===== config.mk =====
export PLATFORM = sky130hd
export DESIGN_NAME = thumb_instr_encoder
export DESIGN_NICKNAME = d
export VERILOG_FILES = /design/src/rtl/thumb_instr_encoder.sv
export SDC_FILE = /design/constraint.sdc
export NUM_CORES = 1
export LEC_CHECK = 0
export CORE_AREA = 2 2 89 91
export DETAILED_ROUTE_END_ITERATION = 8
export DIE_AREA = 0 0 91 93
export PLACE_DENSITY = 0.78
export REMOVE_ABC_BUFFERS = 1
export SETUP_SLACK_MARGIN = 0.15
export SLEW_MARGIN = 40
export SYNTH_ARGS = -nofsm -noshare
export SYNTH_HDL_FRONTEND = slang
export SYNTH_SLANG_ARGS = --single-unit

===== constraint.sdc =====
create_clock -name clk -period 2.31 [get_ports clk]
set_input_delay 0.462 -clock clk [delete_from_list [all_inputs] [get_ports clk]]
set_output_delay 0.462 -clock clk [all_outputs]
set_load 0.02 [all_outputs]

===== src/rtl/thumb_instr_encoder.sv =====
// -----------------------------------------------------------------------------
// thumb_instr_encoder
//
// Packs symbolic instructions (op enum + register/immediate/condition fields)
// into 16-bit Thumb words for loading instruction memory from a sequencer.
// Legal words leave through a one-stage registered valid/ready output along
// with their sequential word address. Illegal instructions are consumed,
// dropped, flagged by a one-cycle err pulse and counted in err_count.
//
// Ports:
//   clk        rising-edge clock
//   reset      asynchronous active-low reset
//   clear      synchronous restart (address, error count, output stage)
//   in_valid   symbolic instruction present
//   in_ready   encoder accepts this cycle (the only combinational output)
//   in_op      op enum (0..19 legal, 20..31 illegal)
//   in_rd      destination / Rt / Rdn
//   in_rn      first source / base
//   in_rm      second source
//   in_imm     immediate (two's complement for BCOND and B)
//   in_cond    branch condition for BCOND
//   out_valid  encoded word valid
//   out_ready  consumer accepts word
//   out_instr  encoded 16-bit instruction
//   out_addr   word address of out_instr
//   err        one-cycle pulse: an illegal instruction was dropped
//   err_count  saturating count of dropped instructions
//   full       DEPTH words have been emitted
// -----------------------------------------------------------------------------
module thumb_instr_encoder #(
    parameter int DEPTH = 256,
    parameter int AW    = 16
) (
    input  logic          clk,
    input  logic          reset,
    input  logic          clear,
    input  logic          in_valid,
    output logic          in_ready,
    input  logic [4:0]    in_op,
    input  logic [2:0]    in_rd,
    input  logic [2:0]    in_rn,
    input  logic [2:0]    in_rm,
    input  logic [10:0]   in_imm,
    input  logic [3:0]    in_cond,
    output logic          out_valid,
    input  logic          out_ready,
    output logic [15:0]   out_instr,
    output logic [AW-1:0] out_addr,
    output logic          err,
    output logic [7:0]    err_count,
    output logic          full
);

    // Op enum values.
    localparam logic [4:0] OP_MOVS   = 5'd0;
    localparam logic [4:0] OP_MOV    = 5'd1;
    localparam logic [4:0] OP_ADDS_I = 5'd2;
    localparam logic [4:0] OP_ADDS_R = 5'd3;
    localparam logic [4:0] OP_ADD_SP = 5'd4;
    localparam logic [4:0] OP_SUBS_I = 5'd5;
    localparam logic [4:0] OP_SUBS_R = 5'd6;
    localparam logic [4:0] OP_SUB_SP = 5'd7;
    localparam logic [4:0] OP_CMP    = 5'd8;
    localparam logic [4:0] OP_ANDS   = 5'd9;
    localparam logic [4:0] OP_EORS   = 5'd10;
    localparam logic [4:0] OP_ORRS   = 5'd11;
    localparam logic [4:0] OP_MVNS   = 5'd12;
    localparam logic [4:0] OP_LSLS   = 5'd13;
    localparam logic [4:0] OP_LSRS   = 5'd14;
    localparam logic [4:0] OP_STR    = 5'd15;
    localparam logic [4:0] OP_LDR    = 5'd16;
    localparam logic [4:0] OP_BCOND  = 5'd17;
    localparam logic [4:0] OP_B      = 5'd18;
    localparam logic [4:0] OP_NOOP   = 5'd19;

    // The counter is one bit wider than out_addr so that it can hold DEPTH
    // itself even when DEPTH == 2**AW; it never wraps.
    localparam logic [AW:0] DEPTH_C = DEPTH[AW:0];

    // Returns {legal, word}. Fields an op does not use are ignored.
    function automatic logic [16:0] encode_f(
        input logic [4:0]  op,
        input logic [2:0]  rd,
        input logic [2:0]  rn,
        input logic [2:0]  rm,
        input logic [10:0] imm,
        input logic [3:0]  cond
    );
        logic        legal;
        logic [15:0] word;
        legal = 1'b1;
        word  = 16'h0000;
        case (op)
            OP_MOVS: begin
                word  = {5'b00100, rd, imm[7:0]};
                legal = (imm[10:8] == 3'b000);
            end
            OP_MOV:    word = {8'b01000110, 2'b00, rm, rd};
            OP_ADDS_I: begin
                word  = {7'b0001110, imm[2:0], rn, rd};
                legal = (imm[10:3] == 8'h00);
            end
            OP_SUBS_I: begin
                word  = {7'b0001111, imm[2:0], rn, rd};
                legal = (imm[10:3] == 8'h00);
            end
            OP_ADDS_R: word = {7'b0001100, rm, rn, rd};
            OP_SUBS_R: word = {7'b0001101, rm, rn, rd};
            OP_ADD_SP: begin
                word  = {9'b101100000, imm[6:0]};
                legal = (imm[10:7] == 4'h0);
            end
            OP_SUB_SP: begin
                word  = {9'b101100001, imm[6:0]};
                legal = (imm[10:7] == 4'h0);
            end
            OP_CMP:    word = {10'b0100001010, rm, rn};
            OP_ANDS:   word = {10'b0100000000, rm, rd};
            OP_EORS:   word = {10'b0100000001, rm, rd};
            OP_LSLS:   word = {10'b0100000010, rm, rd};
            OP_LSRS:   word = {10'b0100000011, rm, rd};
            OP_ORRS:   word = {10'b0100001100, rm, rd};
            OP_MVNS:   word = {10'b0100001111, rm, rd};
            OP_STR: begin
                word  = {5'b01100, imm[4:0], rn, rd};
                legal = (imm[10:5] == 6'h00);
            end
            OP_LDR: begin
                word  = {5'b01101, imm[4:0], rn, rd};
                legal = (imm[10:5] == 6'h00);
            end
            OP_BCOND: begin
                // The 8-bit offset field must sign-extend back to the full
                // 11-bit immediate, and cond 1111 is the SVC slot, not a branch.
                word  = {4'b1101, cond, imm[7:0]};
                legal = (imm[10:8] == {3{imm[7]}}) && (cond != 4'b1111);
            end
            OP_B:      word = {5'b11100, imm};
            OP_NOOP:   word = 16'hBF00;
            default: begin
                word  = 16'h0000;
                legal = 1'b0;
            end
        endcase
        return {legal, word};
    endfunction

    // State registers.
    logic          out_valid_q, out_valid_d;
    logic [15:0]   out_instr_q, out_instr_d;
    logic [AW-1:0] out_addr_q,  out_addr_d;
    logic [AW:0]   cnt_q,       cnt_d;
    logic          full_q,      full_d;
    logic          err_q,       err_d;
    logic [7:0]    err_count_q, err_count_d;

    logic [16:0]   enc_s;
    logic          legal_s;
    logic          xfer_s;
    logic [AW:0]   cnt_inc_s;

    // Accept when not full, the output slot is free or draining, and no clear.
    assign in_ready  = !full_q && (!out_valid_q || out_ready) && !clear;
    assign xfer_s    = in_valid && in_ready;
    assign enc_s     = encode_f(in_op, in_rd, in_rn, in_rm, in_imm, in_cond);
    assign legal_s   = enc_s[16];
    assign cnt_inc_s = cnt_q + {{AW{1'b0}}, 1'b1};

    // Next-state logic: clear first, then legal load, illegal drop, or drain.
    always_comb begin
        out_valid_d = out_valid_q;
        out_instr_d = out_instr_q;
        out_addr_d  = out_addr_q;
        cnt_d       = cnt_q;
        full_d      = full_q;
        err_d       = 1'b0;
        err_count_d = err_count_q;
        if (clear) begin
            out_valid_d = 1'b0;
            cnt_d       = {(AW+1){1'b0}};
            full_d      = 1'b0;
            err_count_d = 8'h00;
        end else if (xfer_s && legal_s) begin
            // A new word may replace the one draining this same cycle.
            out_valid_d = 1'b1;
            out_instr_d = enc_s[15:0];
            out_addr_d  = cnt_q[AW-1:0];
            cnt_d       = cnt_inc_s;
            full_d      = (cnt_inc_s == DEPTH_C);
        end else begin
            if (out_ready) begin
                out_valid_d = 1'b0;
            end else begin
                out_valid_d = out_valid_q;
            end
            if (xfer_s) begin
                err_d = 1'b1;
                if (err_count_q != 8'hFF) begin
                    err_count_d = err_count_q + 8'd1;
                end else begin
                    err_count_d = err_count_q;
                end
            end else begin
                err_d = 1'b0;
            end
        end
    end

    // State update with asynchronous active-low reset.
    always_ff @(posedge clk or negedge reset) begin
        if (!reset) begin
            out_valid_q <= 1'b0;
            out_instr_q <= 16'h0000;
            out_addr_q  <= {AW{1'b0}};
            cnt_q       <= {(AW+1){1'b0}};
            full_q      <= 1'b0;
            err_q       <= 1'b0;
            err_count_q <= 8'h00;
        end else begin
            out_valid_q <= out_valid_d;
            out_instr_q <= out_instr_d;
            out_addr_q  <= out_addr_d;
            cnt_q       <= cnt_d;
            full_q      <= full_d;
            err_q       <= err_d;
            err_count_q <= err_count_d;
        end
    end

    assign out_valid = out_valid_q;
    assign out_instr = out_instr_q;
    assign out_addr  = out_addr_q;
    assign err       = err_q;
    assign err_count = err_count_q;
    assign full      = full_q;

endmodule


==> impl_metrics.yaml <==
route:
  route.detailed.drc: 0
  ant_nets: 0
  dr.pass1.iters: 8
  drt_wl_total_um: 12200
  drtIter0Drc: 331
  vias_per_cell: 5.94
  vias: 4277
  wl_per_cell_um: 16.9
clock_network:
  cts_root_buffer: "clkbuf_8"
  cts_tree: "done"
  cts.reportedPaths.clkPinSlew_ns: 0.08
  cts-htree-levels: 3
  cts_buffer_depth: 2
  cts_hold_buf: 0
  cts_buffers: 9
  clkSinkCount: 60
  clkLatencyLatePin_ns: 0.35
timing:
  skew_ns: 0.0137
  holdWs_ns: 0.101
  slew_violations: 0
  finalSetupTns_ns: 0
  finalSetupViolations: 0
  hold_viol_final: 0
  fin_ws_ns: 0.150
  rsz0062_at_grt: "yes"
  finalCritPeriodShare_pct: 93.5
  max_freq_mhz: 463
  max_slew.worst_pin.slew_ns: 0.561
  slew_headroom_pct: 62.6
  post-route-min-period_ns: 2.16
critical_path:
  path_depth: 6
  arrival_ns: 2.40
  crit_type: "reg2reg"
  cp-end-kind: "flop"
  reg2regPathDepth: 6
  cp-start-kind: "flop"
  max_stage_delay_ns: 0.42
  crit_slowest_cell: "dfrtp_2"
  cp.required_ns: 2.54
  r2r-start: "cnt_q[9]"
  path_buf_inv: 1
  cp_max_fo: 7
  crit_family: "simple AND/OR/NAND/NOR gates"
  path_cells: "nand4_1, buf_4, nor4_4, a31oi_1, or3_1, o41ai_2"
  crit_path_start: "cnt_q[9]"
flow_run:
  drv_cap: 0
grt:
  grtUsageTotal_pct: 28.1
  grt.met3_usage_pct: 5.32
  busiest_layer: "met2"
  grt_pass1_vias: 4033
  grt_max_degree: 38
  grt_use_met1_pct: 34.8
  grt_antenna_before_repair: 0
  grt_first_pass_wirelength_um: 19200
  grt_remaining_overflow: 0
  use_met2_pct: 48.0
die:
  std_cell_rows: 32
  dieArea_mm2: 0.00846
  die_height_um: 93
  io_pins: 78
  core_area_mm2: 0.00753
  start_util_pct: 50.7
  fp.dieW_um: 91
power:
  combPwrFrac_pct: 24.6
  power_density_mw_per_mm2: 513
  p_int_mw: 1.98
  total_power_mw: 2.83
  switchingPower_mw: 0.854
  irDropWorstVdd_v: 0.000402
  power_frac_clock_pct: 34.5
  pwr-share-seq_pct: 40.9
  switching_share_pct: 30.2
  p_leak_nw: 2.58
yosys:
  syn-instance-count: 470
  synth_area_mm2: 0.00382
  synth-main-ff-cell: "dfrtp_1"
  yosys_warnings: 0
  async_flop_share_pct: 100
  synthDistinctLibCells: 65
  ys_seq_elements: 60
  ys_seq_area_share_pct: 39.3
  synth.avg_cell_area_um2: 8.12
  yosys.area.top_type: "dfrtp_1"
  netlist.area_leader.share_pct: 39.3
  netlist_top_cells_area: "dfrtp_1, nand2_1, nand3_1"
  synth_enable_flop_cells: 0
run_status:
  status: "finished clean"
place:
  port_buffers: 77
  dpl_cell_area_mm2: 0.00514
  gp_congestion: 0.923
  dp_cells: 693
  dpl.hpwl_um: 8430
  place_ws_ns: -0.526
layout:
  diodes: 0
  layout-drive-gt1-share_pct: 22.5
  stdcell_count: 720
  fin_area_mm2: 0.00552
  final_util_pct: 73.3
  area_growth_pct: 44.6
  nNetsFinal: 651
min_path:
  holdCritPathClass: "in2async"
## layout make-up
type / count / area (um^2)
Clock buffer: 10 / 138
Clock inverter: 6 / 63.8
Fill cell: 574 / 2010
Inverter: 17 / 63.8
Multi-Input combinational cell: 360 / 2160
Sequential cell: 60 / 1510
Tap cell: 102 / 128
Timing Repair Buffer: 165 / 1460
## placed cells by master (no fill, tap or decap), types with 4 or more instances in the layout
master and count:
nor2_1 31, a222oi_1 4, a21o_1 7, o21ai_0 22
and3_1 8, nor2b_1 5, a22o_1 4, buf_2 5
a31oi_1 7, nor3_1 10, nand3_1 26, nand2b_1 8
xor2_1 4, inv_1 16, xnor2_1 4, dfrtp_2 4
ha_1 4, buf_4 83, nand2_1 84, clkdlybuf4s50_1 65
a221o_1 4, o31ai_1 4, nand4_1 8, nand3b_1 4
a21oi_1 27, clkbuf_8 10, dfrtp_1 56, or3_1 7
o21ai_1 18
## timing repair
item                       4_1_cts  5_1_grt
cloned                           1        0
pin swaps                       11       10
buffers inserted                 6        4
resized for setup               35       23
setup endpoints to repair       60       23
## worst paths after layout
path	end	slack (ns)
max	full	0.15
min	cnt_q[4]	0.10
max reg2reg	full	0.15
min reg2reg	out_addr[14]	0.48
max in group asynchronous	cnt_q[5]	1.59
min in group clk	out_addr[14]	0.48
## registers in the layout (all words and copies together), names as in the netlist
register	flops
out_instr	16
err	1
out_valid	1
cnt_q	17
full	1
out_addr	16
err_count	8
## cells by family (layout without fill, tap and decap cells)
kind of cell               Yosys count  count (layout)  synth area share (%)
adders and majority gates            4               4                  1.31
AOI/OAI and AO/OA                  129             129                  23.1
and+or+nand+nor                    217             217                  27.7
xor gates and xnor gates             8               8                  1.84
DFF                                 60              60                  39.3
muxes                                2               2                 0.524
buffers and inverters               50             198                  6.19
## synth_stat cells, drive strengths merged, types with 4 or more instances
cell,n
a21o,7
a22o,4
buf,20
nor2b,5
a31oi,8
nor3,12
nand2,85
clkbuf,13
o21ai,40
or3,8
and3,8
nor2,33
dfrtp,60
a21oi,28
o31ai,4
inv,17
a221o,4
xor2,4
ha,4
nand3,29
nand2b,8
nand4,8
nand3b,4
nor3b,4
a222oi,4
xnor2,4
## power groups by stage
| stage | sequential (mW) | combinational [mW] | clock [mW] |
|---|---|---|---|
| after floorplan | 1.25 | 0.188 | 0 |
| final | 1.16 | 0.696 | 0.976 |
| after detailed placement | 1.18 | 0.675 | 0 |
| after global placement | 1.17 | 0.670 | 0 |
| after global routing | 1.17 | 0.747 | 1.02 |
| after CTS | 1.16 | 0.690 | 0.974 |
## routing by layer
layer	wire, um	part of all wire (%)
met5	0	0
met1	4890	40
met3	817	6.7
met4	560	4.6
met2	5930	49
Power figures use the tool's default switching activity.
